===== src/rtl/cfg_reg_bank.sv =====
// cfg_reg_bank: NUM_REGS x REG_W configuration registers on the fx byte bus.
// Multi-byte writes are assembled in a shadow and committed atomically, with a
// one-cycle cfg_upd pulse per register. Reads return one byte with one cycle
// of latency.
// Optional macro CFG_SNAPSHOT_EN: a lane-0 read captures the whole register so
// later lanes of the same register read back coherently.
//
// Handshake: fx_wr / fx_rd are single-cycle strobes with no back-pressure.
// A strobe is consumed on the rising clk_sys edge where it is high. fx_q is
// valid from the edge after fx_rd and holds until the next fx_rd.
module cfg_reg_bank #(
  parameter int              NUM_REGS = 16,
  parameter int              REG_W    = 32,
  parameter logic [REG_W-1:0] RST_VAL = '0
) (
  input  logic                      clk_sys,
  input  logic                      rst_n,
  input  logic [5:0]                dev_id,
  input  logic                      fx_wr,
  input  logic [21:0]               fx_waddr,
  input  logic [7:0]                fx_data,
  input  logic                      fx_rd,
  input  logic [21:0]               fx_raddr,
  output logic [7:0]                fx_q,
  output logic [NUM_REGS*REG_W-1:0] cfg_q,
  output logic [NUM_REGS-1:0]       cfg_upd,
  output logic                      cfg_err
);

  localparam int BYTES = REG_W / 8;
  localparam int LB    = (BYTES == 4) ? 2 : (BYTES == 2) ? 1 : 0;
  localparam int IW    = (NUM_REGS > 1) ? $clog2(NUM_REGS) : 1;

  typedef enum logic {IDLE, COLLECT} state_t;

  // fsm_state is the observable write-FSM state
  state_t state_q, state_d, fsm_state;
  assign fsm_state = state_q;

  logic [REG_W-1:0]    regs [NUM_REGS];
  logic [REG_W-1:0]    shadow_q;
  logic [REG_W-1:0]    commit_val;
  logic [IW-1:0]       cur_idx_q;
  logic [1:0]          exp_lane_q;
  logic [NUM_REGS-1:0] upd_q;
  logic                err_q;

  // Write address decode; lane uses only the low LB bits, idx the rest
  logic [15:0]   widx;
  logic [1:0]    wlane;
  logic [IW-1:0] wsel;
  logic          wvalid;
  assign widx   = fx_waddr[15:0] >> LB;
  assign wlane  = fx_waddr[1:0] & 2'(BYTES - 1);
  assign wsel   = widx[IW-1:0];
  assign wvalid = fx_wr && (fx_waddr[21:16] == dev_id) && (widx < 16'(NUM_REGS));

  // Read address decode
  logic [15:0]   ridx;
  logic [1:0]    rlane;
  logic [IW-1:0] rsel;
  logic          rvalid;
  assign ridx   = fx_raddr[15:0] >> LB;
  assign rlane  = fx_raddr[1:0] & 2'(BYTES - 1);
  assign rsel   = ridx[IW-1:0];
  assign rvalid = (fx_raddr[21:16] == dev_id) && (ridx < 16'(NUM_REGS));

  logic do_start, do_store, do_commit, do_err;

  // Write FSM state register
  always_ff @(posedge clk_sys or negedge rst_n) begin
    if (!rst_n) state_q <= IDLE;
    else        state_q <= state_d;
  end

  // Write FSM next state and datapath controls
  always_comb begin
    state_d   = state_q;
    do_start  = 1'b0;
    do_store  = 1'b0;
    do_commit = 1'b0;
    do_err    = 1'b0;
    if (wvalid) begin
      case (state_q)
        IDLE: begin
          if (wlane != 2'd0) begin
            do_err = 1'b1;
          end else if (BYTES == 1) begin
            do_commit = 1'b1;
          end else begin
            do_start = 1'b1;
            state_d  = COLLECT;
          end
        end
        COLLECT: begin
          if ((wsel == cur_idx_q) && (wlane == exp_lane_q)) begin
            if (wlane == 2'(BYTES - 1)) begin
              do_commit = 1'b1;
              state_d   = IDLE;
            end else begin
              do_store = 1'b1;
            end
          end else begin
            do_err = 1'b1;
            if (wlane == 2'd0) begin
              do_start = 1'b1;
              state_d  = COLLECT;
            end else begin
              state_d  = IDLE;
            end
          end
        end
        default: state_d = IDLE;
      endcase
    end
  end

  // The committing byte is always the top lane; lower lanes come from shadow
  always_comb begin
    commit_val = shadow_q;
    commit_val[REG_W-1 -: 8] = fx_data;
  end

  // Shadow assembly, register commit, update pulse and sticky error
  always_ff @(posedge clk_sys or negedge rst_n) begin
    if (!rst_n) begin
      for (int i = 0; i < NUM_REGS; i++) regs[i] <= RST_VAL;
      shadow_q   <= '0;
      cur_idx_q  <= '0;
      exp_lane_q <= '0;
      upd_q      <= '0;
      err_q      <= 1'b0;
    end else begin
      upd_q <= '0;
      if (do_err) err_q <= 1'b1;
      if (do_start) begin
        shadow_q[7:0] <= fx_data;
        cur_idx_q     <= wsel;
        exp_lane_q    <= 2'd1;
      end
      if (do_store) begin
        for (int b = 0; b < BYTES; b++)
          if (wlane == 2'(b)) shadow_q[b*8 +: 8] <= fx_data;
        exp_lane_q <= exp_lane_q + 2'd1;
      end
      if (do_commit) begin
        regs[wsel]  <= commit_val;
        upd_q[wsel] <= 1'b1;
      end
    end
  end

`ifdef CFG_SNAPSHOT_EN
  logic [REG_W-1:0] snap_q;
  logic [IW-1:0]    snap_idx_q;
`endif

  // Byte selected for a non-zero lane read: snapshot when it covers this idx
  logic [REG_W-1:0] rd_src;
  logic [7:0]       rd_byte;
  always_comb begin
    rd_src = regs[rsel];
`ifdef CFG_SNAPSHOT_EN
    if (rsel == snap_idx_q) rd_src = snap_q;
`endif
    rd_byte = rd_src[7:0];
    for (int b = 0; b < BYTES; b++)
      if (rlane == 2'(b)) rd_byte = rd_src[b*8 +: 8];
  end

  // Registered read data and, when enabled, the lane-0 snapshot
  always_ff @(posedge clk_sys or negedge rst_n) begin
    if (!rst_n) begin
      fx_q <= 8'h00;
`ifdef CFG_SNAPSHOT_EN
      snap_q     <= '0;
      snap_idx_q <= '0;
`endif
    end else if (fx_rd) begin
      if (!rvalid) begin
        fx_q <= 8'h00;
      end else if (rlane == 2'd0) begin
        fx_q <= regs[rsel][7:0];
`ifdef CFG_SNAPSHOT_EN
        snap_q     <= regs[rsel];
        snap_idx_q <= rsel;
`endif
      end else begin
        fx_q <= rd_byte;
      end
    end
  end

  for (genvar i = 0; i < NUM_REGS; i++) begin : g_flat
    assign cfg_q[i*REG_W +: REG_W] = regs[i];
  end

  assign cfg_upd = upd_q;
  assign cfg_err = err_q;

endmodule


===== config.mk =====
export PLATFORM = sky130hd
export DESIGN_NAME = cfg_reg_bank
export DESIGN_NICKNAME = d
export VERILOG_FILES = /design/src/rtl/cfg_reg_bank.sv
export SDC_FILE = /design/constraint.sdc
export NUM_CORES = 1
export LEC_CHECK = 0
export ABC_CLOCK_PERIOD_IN_PS = 4400
export BUFFER_PORTS_ARGS = -buffer_cell sky130_fd_sc_hd__buf_2
export CAP_MARGIN = 15
export CORE_MARGIN = 5
export CORE_UTILIZATION = 40
export DETAILED_ROUTE_END_ITERATION = 16
export GPL_ROUTABILITY_DRIVEN = 1
export GPL_TIMING_DRIVEN = 0
export PLACE_DENSITY_LB_ADDON = 0.05
export SKIP_LAST_GASP = 1
export SYNTH_ARGS = -nofsm -noshare
export SYNTH_HDL_FRONTEND = slang
export SYNTH_SLANG_ARGS = --single-unit

===== constraint.sdc =====
create_clock -name clk_sys -period 4.4 [get_ports clk_sys]
set_clock_uncertainty 0.05 [all_clocks]
set_input_delay 0.44 -clock clk_sys [delete_from_list [all_inputs] [get_ports clk_sys]]
set_output_delay 0.44 -clock clk_sys [all_outputs]
set_load 0.01 [all_outputs]

Word level (Yosys, flattened, before mapping)
Index checks and enable logic that the tools add are counted.
{ "op_classes": {"n_addsub": 1, "mul": 0, "div": 0, "order_cmp": 7, "n_eq_ne": 10, "n_shift": 0, "n_mux": 38, "n_bitwise": 3, "reduce_logical": 12} }
{ "op_table": {"columns": ["op", "n"], "rows": [
  ["512-bit bitwise mux", 1],
  ["32-bit binary-select mux with 4-bit select", 1],
  ["32-bit demux with 4-bit select", 1],
  ["32-bit two-way mux", 3],
  ["8-bit two-way mux", 8],
  ["14-bit by 5-bit less-than comparator with 1-bit output (second input constant)", 2],
  ["1-bit two-way mux", 17],
  ["16-bit two-way mux", 1],
  ["6-bit equality test", 2],
  ["5-bit >= comparator (second input constant)", 2],
  ["4-bit NOT with 5-bit output", 2],
  ["2-bit equality test (second input constant)", 4],
  ["1-bit logical AND", 6],
  ["1-bit one-hot mux with 2 select lines", 3],
  ["4-bit by 5-bit less-than comparator with 1-bit output (second input constant)", 1],
  ["5-bit by 1-bit less-than comparator with 1-bit output (second input constant)", 1],
  ["1-bit demux with 4-bit select", 1],
  ["2-bit by 1-bit equality test with 1-bit output (second input constant)", 2],
  ["4-bit equality test", 1],
  ["4-bit by 1-bit >= comparator with 1-bit output (second input constant)", 1],
  ["2-bit zero test", 2],
  ["2-bit two-way mux", 2],
  ["2-bit AND reduction", 2],
  ["2-bit nonzero test", 2],
  ["other kinds (3)", 3]
]} }
{ "word_totals": {"ff_bits": 568, "latch_bits": 0, "ram_bits": 0, "rom_bits": 0, "output_inout_bits": 537, "wordCells": 96, "mem_count": 0} }

Logic depth before layout (Yosys ltp)
Gate-level depths: netlist (run 1).
{ "depth": {"depth_word": 9, "depth_mapped": 10, "ltp_nobuf": 5} }

Least setup slack after synthesis (run 1)
Ideal clock, no wire load.
{ "synth_path": {"path_kind": "input -> register", "start": "in fx_waddr[4]", "end": "reg shadow_q[16]", "setup_ps": 125, "arrival_time_ps": 2420, "t_required_ps": 4225, "path_slack_ps": 1805, "path_stages": 9, "n_path_buf": 4, "cell_sequence": "buf_2 > xnor2_2 > nand4b_1 > or4_1 > buf_4 > buf_6 > or4_1 > buf_6 > mux2_4"} }
{ "synth_via": {"elab_chain_cells": 6, "word_cells_on_any_way": 8, "classes_between": "order compare (1); eq/ne (1); mux (3); reduce/logical (3)"} }
{ "synth_rtl": {"columns": ["element", "line", "source"], "rows": [
  ["start, declared", "20", "input logic [21:0] fx_waddr,"],
  ["parallel branches: the longest is 4 deep, another holds 14-bit by 5-bit less-than comparator with 1-bit output", null, null],
  ["1-bit two-way mux (*)", "83", "if (wvalid) begin"],
  ["2-bit AND reduction (no source line) (*)", null, null],
  ["end signal, assigned by index", "143", "if (wlane == 2'(b)) shadow_q[b*8 +: 8] <= fx_data;"],
  ["end, declared", "41", "logic [REG_W-1:0] shadow_q;"]
]} }
Every way passes the cells marked *.
A chain may end at the register's enable or synchronous reset.

Worst setup path after layout (run 1)
{ "layout_path": {"start": "in fx_raddr[4]", "end": "reg fx_q[0]"} }
{ "layout_via": {"elab_chain_cells": 9, "word_cells_on_any_way": 11, "classes_between": "order compare (1); mux (8); bitwise (1); reduce/logical (1)"} }
{ "layout_rtl": {"columns": ["element", "line", "source"], "rows": [
  ["start, declared", "23", "input logic [21:0] fx_raddr,"],
  ["4-bit NOT with 5-bit output (not written as such)", "162, 183", null],
  ["32-bit binary-select mux with 4-bit select", "162, 183", null],
  ["32-bit two-way mux (not written as such) (2 in a row)", "183", "fx_q <= regs[rsel][7:0];"],
  ["8-bit two-way mux (3 in a row)", "168", "if (rlane == 2'(b)) rd_byte = rd_src[b*8 +: 8];"],
  ["8-bit two-way mux", "182", "end else if (rlane == 2'd0) begin"],
  ["8-bit two-way mux (*)", "180", "if (!rvalid) begin"],
  ["end signal, assigned", "183", null],
  ["end signal, assigned", "189", "fx_q <= rd_byte;"],
  ["end, declared", "24", "output logic [7:0] fx_q,"]
]} }
Mark *: on every way between the ends. The rest lies on a longest branch, timed or not. The select of a mux whose other input is x is not followed.

==> results.ini, run 1 <==
[synthesis]
ys.flop_type=dfrtp_1
synth_nets=1720
synth-edff-count=0
yosys_warnings=0
synthArstFlopShare_pct=100.0
synth_seq_cells=568
synth_seq_area_share_pct=55.05
syn-instance-count=1658
syn_area_um2=25820
ys_types=51
avgSynthCellArea_um2=15.57

[setup_path]
critPathLaunch=fx_raddr[4]
end_kind=flip-flop
cp-start-kind=input pin
r2r_start=exp_lane_q[0]
cp.required_ns=4.81
crit_arrival_ns=4.45
critPathKind=in -> reg
reg2reg_depth=7
timing.rr.end=cfg_q[426]
rrSetupSlack_ns=0.88
cp_max_fo=10

[sta]
slew_violations=0
slew_headroom_pct=14.46
hold_ws_ns=0.05954
tns_ns=0
fmax_mhz=247.8
finalCritPeriodShare_pct=91.70
worst_pin_slew_ns=1.283
finalHoldViolCount=0
rsz0062_at_grt=false
fin_crit_ns=4.035
setup_viol=0

[finish]
layout_commonest_cell=buf_2
fillers=5770
final_cell_mix=641 x buf_2, 568 x dfrtp_1, 517 x mux2_2, 123 x mux4_2, 83 x clkbuf_1
fin_nets=2389
drive_gt1_share_pct=60.05
area_growth_pct=24.84
diodes=0

[floorplanning]
start_util_pct=40.20
die-area_um2=69730
ios=599
fp-row-count=93
core_area_um2=64230
die_y_um=264.1
dieWidth_um=264.1

[power_and_ir_drop]
p_per_area_nw_per_um2=348.5
swShare_pct=23.06
p_leak_nw=17.22
p_int_mw=8.642
p_switching_mw=2.590
power_frac_comb_pct=4.4
clkPwrFrac_pct=49.1
pwr-share-seq_pct=46.5
ir_drop_uv=261.3

[clock_tree]
cts_setup_buffers=0
cts_tree=built
clock_latency_ns=0.61
htree_levels=3
root_buffer=clkbuf_16
cts_buffers=66
cts_buffer_depth=3
cts.sinks=568
cts.reportedPaths.clkPinSlew_ns=0.06

[run]
drv_cap=0

[placed_design]
dp_hpwl_um=82380
numPortBuffers=584
gp_congestion=0.8856

[hold_path]
hold_end=cfg_upd[0]
whs_path_depth=2
hold_path.class=in -> reg
holdCritStartpoint=fx_waddr[3]

[grt]
antenna_found_initial=5
grt_start_max_net_pins=117
grt_overflow=0
grt_pass1_vias=19277
grt.total_usage_pct=30.80
grt_pass1_wl_um=153400

[drt]
ant_nets=0
wl_per_cell_um=34.19
drc=0
drt_pass1_iterations=5
totalWireLength_um=110200
drt_iter0_markers=1450
via_per_inst=5.729
via_count=18465

[outcome]
outcome=completed

==> state kept, by name (all words and copies together), names as in the netlist <==
| name | flops |
|---|---|
| cur_idx_q | 4 |
| cfg_q | 512 |
| exp_lane_q | 2 |
| shadow_q | 24 |
| cfg_err | 1 |
| cfg_upd | 16 |
| fsm_state | 1 |
| fx_q | 8 |
==> timing repair <==
action	CTS	global route
endpoints found under the setup margin	0	0
hold buffers	1	0
resized for setup	0	0
endpoints found under the hold margin	69	0
==> layout make-up <==
cell class,count,area (µm²),area share [%]
Tap cell,855,1070,3.319
Buffer,144,631.9,1.960
Inverter,4,15.01,0.04658
Timing Repair Buffer,601,3208,9.953
Multi-Input combinational cell,942,10960,34.01
Clock buffer,99,1991,6.176
Clock inverter,10,141.4,0.4387
Sequential cell,568,14210,44.10
==> stage by stage <==
step | utilization [%] | area [µm²] | cells | power, mW | setup WS, ns
floorplan | - | 25820 | 1658 | 5.514 | 1.805
global placement | 46.41 | 29810 | 3097 | 5.794 | -9.257
detailed placement | 46.84 | 30090 | 3113 | 5.819 | -0.1622
CTS | 50.18 | 32230 | 3223 | 11.34 | 0.4649
global route | 50.18 | 32230 | 3223 | 11.53 | 0.2116
finish | 50.18 | 32230 | 3223 | 11.23 | 0.3652
==> worst max-delay path by stage <==
stage | endpoint | depth (start not counted)
2_1_floorplan | shadow_q[16] | 9
3_3_place_gp | cfg_q[389] | 1
3_5_place_dp | fx_q[0] | 8
4_1_cts | fx_q[0] | 8
5_1_grt | fx_q[0] | 8
6_report | fx_q[0] | 8
==> synth_stat cells, types with 3 or more instances <==
cell / n / share of area [%]
nand2_1: 10 / 0.15
mux4_2: 123 / 11
nor2b_1: 19 / 0.46
mux2_1: 28 / 1.2
mux2_4: 8 / 0.47
buf_2: 56 / 1.1
nor3_1: 7 / 0.14
a21oi_1: 3 / 0.058
nand3_1: 21 / 0.41
a32oi_1: 6 / 0.20
nor4_4: 5 / 0.41
xnor2_1: 12 / 0.41
mux2i_1: 34 / 1.3
nor4_2: 7 / 0.34
mux2_2: 517 / 23
buf_1: 18 / 0.26
xor2_1: 4 / 0.14
dfrtp_1: 568 / 55
nor2_1: 28 / 0.41
a211oi_1: 12 / 0.35
inv_1: 4 / 0.058
nor4_1: 9 / 0.22
o31ai_1: 8 / 0.23
nand4_1: 16 / 0.39
o22ai_1: 23 / 0.56
clkbuf_1: 67 / 0.97
nand4b_1: 4 / 0.14
nand3b_1: 4 / 0.12
nand2b_1: 8 / 0.19
==> worst max-delay path, stage by stage <==
cell	delay, ns
clkbuf_1	0.24
clkbuf_1	0.85
clkbuf_1	0.91
buf_2	0.72
mux2i_1	0.67
nor2_1	0.10
o31ai_1	0.38
nand3_1	0.12
==> metal layers <==
layer | global-route usage, % | routed length [µm] | up-vias
li1 | - | - | 7567
met1 | 41.07 | 45410 | 9943
met2 | 48.46 | 51460 | 771
met3 | 8.988 | 9060 | 178
met4 | 10.90 | 4207 | 6
met5 | 0 | 37 | -
==> power groups by stage <==
stage	Combinational [mW]	Sequential [mW]	Clock [mW]
after global placement	0.471	5.32	0
after detailed placement	0.500	5.32	0
after floorplan	0.193	5.32	0
after global routing	0.533	5.22	5.78
final	0.498	5.22	5.51
after CTS	0.501	5.22	5.62
==> logic make-up after synthesis <==
family,count (synthesis),synth area share [%]
XOR/XNOR,18,0.6687
AO/OA/AOI/OAI,60,1.657
flip-flops,568,55.05
buffers and inverters,148,2.496
multiplexers,710,36.28
AND/OR/NAND/NOR,154,3.843
Note: power is estimated with default switching activity, not from simulation.
==> run 2: changes to the inputs <==
Settings changed: CTS_CLUSTER_SIZE from default to 40, PLACE_DENSITY from default to 0.65, PLACE_DENSITY_LB_ADDON 0.05 to default.
==> run 2 against run 1 <==
Compared with the run above: critical path depth is the same; total power shrank 0.60%; sequential share of layout area is essentially flat; worst setup slack lost 0.23 ns; count of clock-buffer cells in the layout shrank 5.
==> results.ini, run 2 (synthesized netlist as in run 1, its figures left out) <==
[finish]
area_growth_pct=24.85  ; about the same
final_cell_mix=641 x buf_2, 568 x dfrtp_1, 517 x mux2_2, 123 x mux4_2, 77 x clkbuf_1
largest_register_ffs=512  ; unchanged
fin_nets=2389  ; unchanged
drive_gt1_share_pct=60.30  ; +0.25 points
final_cell_area_um2=32230  ; about the same
layout_commonest_cell=buf_2
utilization_pct=50.19  ; about the same

[floorplanning]
core_area_um2=64230  ; unchanged
ios=599  ; unchanged
fp-row-count=93  ; unchanged
die-area_um2=69730  ; unchanged
die_y_um=264.1  ; unchanged
dieWidth_um=264.1  ; unchanged
start_util_pct=40.20  ; unchanged

[sta]
rsz0062_at_grt=false
finalCritPeriodShare_pct=96.86  ; +5.2 points
fmax_mhz=234.6  ; -5.3%
worst_pin_slew_ns=1.285  ; +0.001563 ns
hold_ws_ns=0.06660  ; +0.007063 ns
finalHoldViolCount=0  ; unchanged
setup_viol=0  ; unchanged
fin_crit_ns=4.262  ; +0.2270 ns
slew_headroom_pct=14.36  ; -0.10 points
slew_violations=0  ; unchanged

[setup_path]
critPathKind=in -> reg
cp_max_fo=11  ; +1
cp-start-kind=input pin
critPathMaxStageDelay_ns=0.94  ; +0.03 ns
critPathLaunch=fx_raddr[4]
slowest_stage=clkbuf_1
cpLargestDelayFamily=buffers and inverters
crit_arrival_ns=4.67  ; +0.22 ns
r2r_start=exp_lane_q[0]
cp.required_ns=4.81  ; about the same
end_kind=flip-flop
crit_chain=clkbuf_1 > clkbuf_1 > clkbuf_1 > buf_2 > mux2i_1 > nor2_1 > o31ai_1 > nand3_1
path_buf_inv=4  ; unchanged
cpMostUsedCell=clkbuf_1

[outcome]
outcome=completed

[clock_tree]
cts_buffers=66  ; unchanged
cts_tree=built
htree_levels=3  ; unchanged
clock_latency_ns=0.61  ; about the same
cts_setup_buffers=0  ; unchanged
root_buffer=clkbuf_16
holdBufCountCts=1  ; unchanged
cts.sinks=568  ; unchanged
cts_resized=0  ; unchanged
cts_buffer_depth=3  ; unchanged
cts.reportedPaths.clkPinSlew_ns=0.06  ; about the same

[placed_design]
dpl-instance-area_um2=30090  ; about the same
numPortBuffers=584  ; unchanged
dp_hpwl_um=82270  ; -0.13%
gp_congestion=0.9195  ; +3.8%

[drt]
drc=0  ; unchanged
via_count=18903  ; +2.4%
ant_nets=0  ; unchanged
drt_pass1_iterations=5  ; unchanged
drt_iter0_markers=1681  ; +16%
wl_per_cell_um=34.29  ; +0.30%
totalWireLength_um=110500  ; +0.33%
via_per_inst=5.863  ; +2.3%

[power_and_ir_drop]
p_int_mw=8.578  ; -0.74%
ir_drop_uv=301.1  ; +15%
p_per_area_nw_per_um2=346.3  ; -0.61%
clkPwrFrac_pct=48.7  ; -0.4 points
power_frac_comb_pct=4.5  ; about the same
pwr-share-seq_pct=46.8  ; +0.3 points
p_leak_nw=17.23  ; about the same
p_switching_mw=2.587  ; -0.13%
swShare_pct=23.17  ; +0.11 points

[grt]
grt_start_max_net_pins=125  ; +6.8%
grt.total_usage_pct=30.90  ; +0.099 points
antenna_found_initial=4  ; -1
grt_pass1_wl_um=155300  ; +1.3%
grt_pass1_vias=19778  ; +2.6%
grt_overflow=0  ; unchanged

[run]
drv_cap=0  ; unchanged

[hold_path]
holdCritStartpoint=fx_waddr[2]
hold_path.class=in -> reg

-- run 2: cell count changes in the layout (fill, tap and decap cells not counted) --
cell,before,now
diode_2,0,1
bufinv_16,3,2
clkinv_2,4,8
clkinvlp_4,2,1
buf_4,5,4
clkinv_4,0,2
clkinv_8,1,0
clkbuf_16,70,69
buf_16,5,6
clkbuf_8,13,15
inv_6,0,2
clkbuf_1,83,77
-- run 2: layout make-up --
type | count | area (µm²)
Antenna cell | 1 | 2.502
Tap cell | 855 | 1070
Fill cell | 5693 | 32000
Buffer | 144 | 631.9
Multi-Input combinational cell | 942 | 10960
Timing Repair Buffer | 601 | 3228
Clock inverter | 15 | 142.6
Inverter | 4 | 15.01
Sequential cell | 568 | 14210
Clock buffer | 94 | 1971
-- run 2: per-layer routing --
| metal | up-vias | GRT usage (%) | part of all wire (%) |
|---|---|---|---|
| met5 | - | 0 | 0.036 |
| met4 | 6 | 10.11 | 3.8 |
| met3 | 211 | 9.360 | 8.4 |
| met2 | 870 | 49.60 | 47 |
| met1 | 10250 | 40.50 | 40 |
| li1 | 7566 | - | - |
-- run 2: metrics by stage --
stage / worst slack [ns] / setup TNS, ns / std cells / total power [mW]
after floorplan: 1.805 / 0 / 1658 / 5.514
final: 0.1381 / 0 / 3224 / 11.16
after global routing: 0.1443 / 0 / 3223 / 11.46
after CTS: 0.2510 / 0 / 3222 / 11.23
after global placement: -8.670 / -4889.28 / 3097 / 5.793
after detailed placement: -0.3810 / -1.225 / 3112 / 5.823
-- run 2: final timing paths --
check | slack, ns | to | cells past startpoint
max | 0.14 | fx_q[1] | 8
min | 0.07 | cfg_upd[0] | 2
max reg2reg | 0.72 | cfg_q[34] | 6
min reg2reg | 0.46 | cfg_q[301] | 1
max in group asynchronous | 2.14 | cfg_q[342] | 4
min in group asynchronous | 0.43 | cfg_q[429] | 2
-- run 2: worst register-to-register path: cells and delay by family (launching register included) --
kind	cells	cell delay, ns
buffers and inverters	1	0.75
multiplexers	1	0.50
XOR/XNOR	1	0.18
AND/OR/NAND/NOR	3	1.67
flip-flops	1	0.43
-- run 2: power by group through the flow --
stage	Sequential, mW	Clock [mW]	Combinational, mW
2_1_floorplan	5.32	0	0.193
3_3_place_gp	5.32	0	0.471
4_1_cts	5.22	5.50	0.506
6_report	5.22	5.44	0.502
5_1_grt	5.22	5.70	0.539
3_5_place_dp	5.32	0	0.504
==> run 3: changes to the inputs <==
Settings changed: ABC_CLOCK_PERIOD_IN_PS 4400 to 3420, PLACE_DENSITY 0.65 to 0.68, SKIP_CTS_REPAIR_TIMING from default to 1.
Clock period 4.4 ns to 3.42 ns, I/O delays scaled along.
==> run 3 against run 2 <==
Compared with the run above: the flow now finishes with violations (setup timing); routed wire length is 0.56% lower; hold slack worse by 0.0063 ns; clock power is 28% higher; critical path depth stayed put; cell area is 0.31% higher; sequential share of layout area is 0.14 points lower; largest power group unchanged; die area stayed put; total power is 28% higher.
==> results.ini, run 3 (synthesized netlist as in run 1, its figures left out) <==
[outcome]
outcome=finished, violations left
violations=setup timing

[grt]
grt_pass1_vias=19675  ; -0.52%
antenna_found_initial=3  ; -1
grt_overflow=0  ; unchanged
grt.total_usage_pct=30.60  ; -0.30 points
grt_pass1_wl_um=153900  ; -0.89%
grt_start_max_net_pins=119  ; -4.8%

[clock_tree]
cts.reportedPaths.clkPinSlew_ns=0.06  ; about the same
cts_tree=built
cts_buffers=60  ; -9.1%
cts_buffer_depth=3  ; unchanged
htree_levels=2  ; -1
clock_latency_ns=0.63  ; +0.02 ns
root_buffer=clkbuf_16
cts.sinks=568  ; unchanged

[setup_path]
slowest_stage=clkbuf_1
cp.required_ns=3.86  ; -0.95 ns
cpMostUsedCell=clkbuf_1
cp-start-kind=input pin
critPathMaxStageDelay_ns=0.92  ; -0.02 ns
cp_max_fo=10  ; -1
crit_arrival_ns=3.90  ; -0.77 ns
crit_chain=clkbuf_1 > clkbuf_1 > buf_1 > mux4_2 > mux2i_1 > o22ai_1 > o31ai_1 > nand3_1
critPathKind=in -> reg
end_kind=flip-flop

[power_and_ir_drop]
p_per_area_nw_per_um2=443.0  ; +28%
ir_drop_uv=392.9  ; +30%
p_leak_nw=17.32  ; +0.50%

[sta]
rsz0062_at_grt=true
tns_ns=-0.04317  ; -0.04317 ns
fmax_mhz=288.8
layout_setup_ws_ns=-0.04317  ; -0.1813 ns
worst_pin_slew_ns=1.244  ; -0.04080 ns
slew_violations=0  ; unchanged
finalCritPeriodShare_pct=101.3
fin_crit_ns=3.463
finalHoldViolCount=0  ; unchanged
slew_headroom_pct=17.08  ; +2.7 points
setup_viol=1  ; +1

[hold_path]
hold_path.class=in -> reg

[drt]
totalWireLength_um=109900  ; -0.56%
drc=0  ; unchanged
ant_nets=0  ; unchanged
via_count=18906  ; +0.016%
drt_pass1_iterations=5  ; unchanged
wl_per_cell_um=33.99  ; -0.87%
drt_iter0_markers=1677  ; -0.24%
via_per_inst=5.846  ; -0.29%

[finish]
instances_no_fill=3234  ; +0.31%
multi_input_area_um2=11010  ; +0.43%
fillers=5598  ; -1.7%
largest_register_ffs=512  ; unchanged
final_cell_area_um2=32330  ; +0.31%
area_growth_pct=25.24
drive_gt1_share_pct=60.48  ; +0.18 points
fin_nets=2388  ; -0.042%
utilization_pct=50.34  ; +0.16 points
layout_commonest_cell=buf_2
final_cell_mix=640 x buf_2, 568 x dfrtp_1, 517 x mux2_2, 123 x mux4_2, 74 x clkbuf_1
regArea_um2=14210  ; unchanged

[floorplanning]
die-area_um2=69730  ; unchanged
core_area_um2=64230  ; unchanged
dieWidth_um=264.1  ; unchanged
ios=599  ; unchanged
start_util_pct=40.20  ; unchanged
fp-row-count=93  ; unchanged
die_y_um=264.1  ; unchanged

[run]
drv_cap=0  ; unchanged

[placed_design]
gp_congestion=0.9295  ; +1.1%
dpl-instance-area_um2=30070  ; about the same
dp_hpwl_um=81830  ; -0.54%
numPortBuffers=584  ; unchanged
dp_cells=3110  ; -0.064%

run 3: area by class of cell:
type / instances / share of cell area, %
plain buffers: 144 / 1.970
multi-input cells: 942 / 34.04
repair buffers: 606 / 10.13
flip-flops and latches: 568 / 43.96
inverters: 4 / 0.04643
clock buffers: 88 / 5.591
well taps: 855 / 3.308
clock inverters: 24 / 0.9248
diodes: 3 / 0.02322
run 3: path summary, 6_finish.rpt:
path | from | slack, ns | depth (start not counted) | to
worst min-delay path | fx_waddr[3] | 0.06 | 2 | cur_idx_q[1]
worst min register to register | cfg_err | 0.44 | 1 | cfg_err
max in group asynchronous | rst_n | 1.22 | 4 | cfg_q[2]
worst max register to register | exp_lane_q[0] | 0.12 | 8 | cfg_q[264]
min in group asynchronous | rst_n | 0.32 | 2 | cfg_upd[0]
worst max-delay path | fx_raddr[4] | -0.04 | 8 | fx_q[1]
run 3: per-layer routing:
metal	routed length, µm	GRT usage, %	up-vias
li1	-	-	7594
met1	44410	40.49	10156
met2	51420	48.41	955
met3	9632	9.220	201
met4	4467	10.69	0
met5	0	0	-
run 3: through the flow:
| step | total power [mW] | hold slack, ns | worst slack, ns |
|---|---|---|---|
| final | 14.32 | 0.06029 | -0.04317 |
| after global routing | 14.70 | 0.04369 | -0.1009 |
| after CTS | 14.39 | -0.2370 | -0.5349 |
| after detailed placement | 7.489 | 0.4278 | -1.187 |
| after global placement | 7.453 | 0.4219 | -9.433 |
| after floorplan | 7.094 | -0.003591 | 0.9230 |
run 3: power breakdown:
group          internal (mW)  switching, mW
Sequential              6.72      0.0000418
Clock                   4.11           2.84
Combinational          0.174          0.478
Total                   11.0           3.32
run 3: worst max-delay path, delay by kind of cell:
kind	cells	cell delay (ns)
simple gates	1	0.11
compound gates	2	0.53
mux	2	0.81
buf+inv	3	2.09
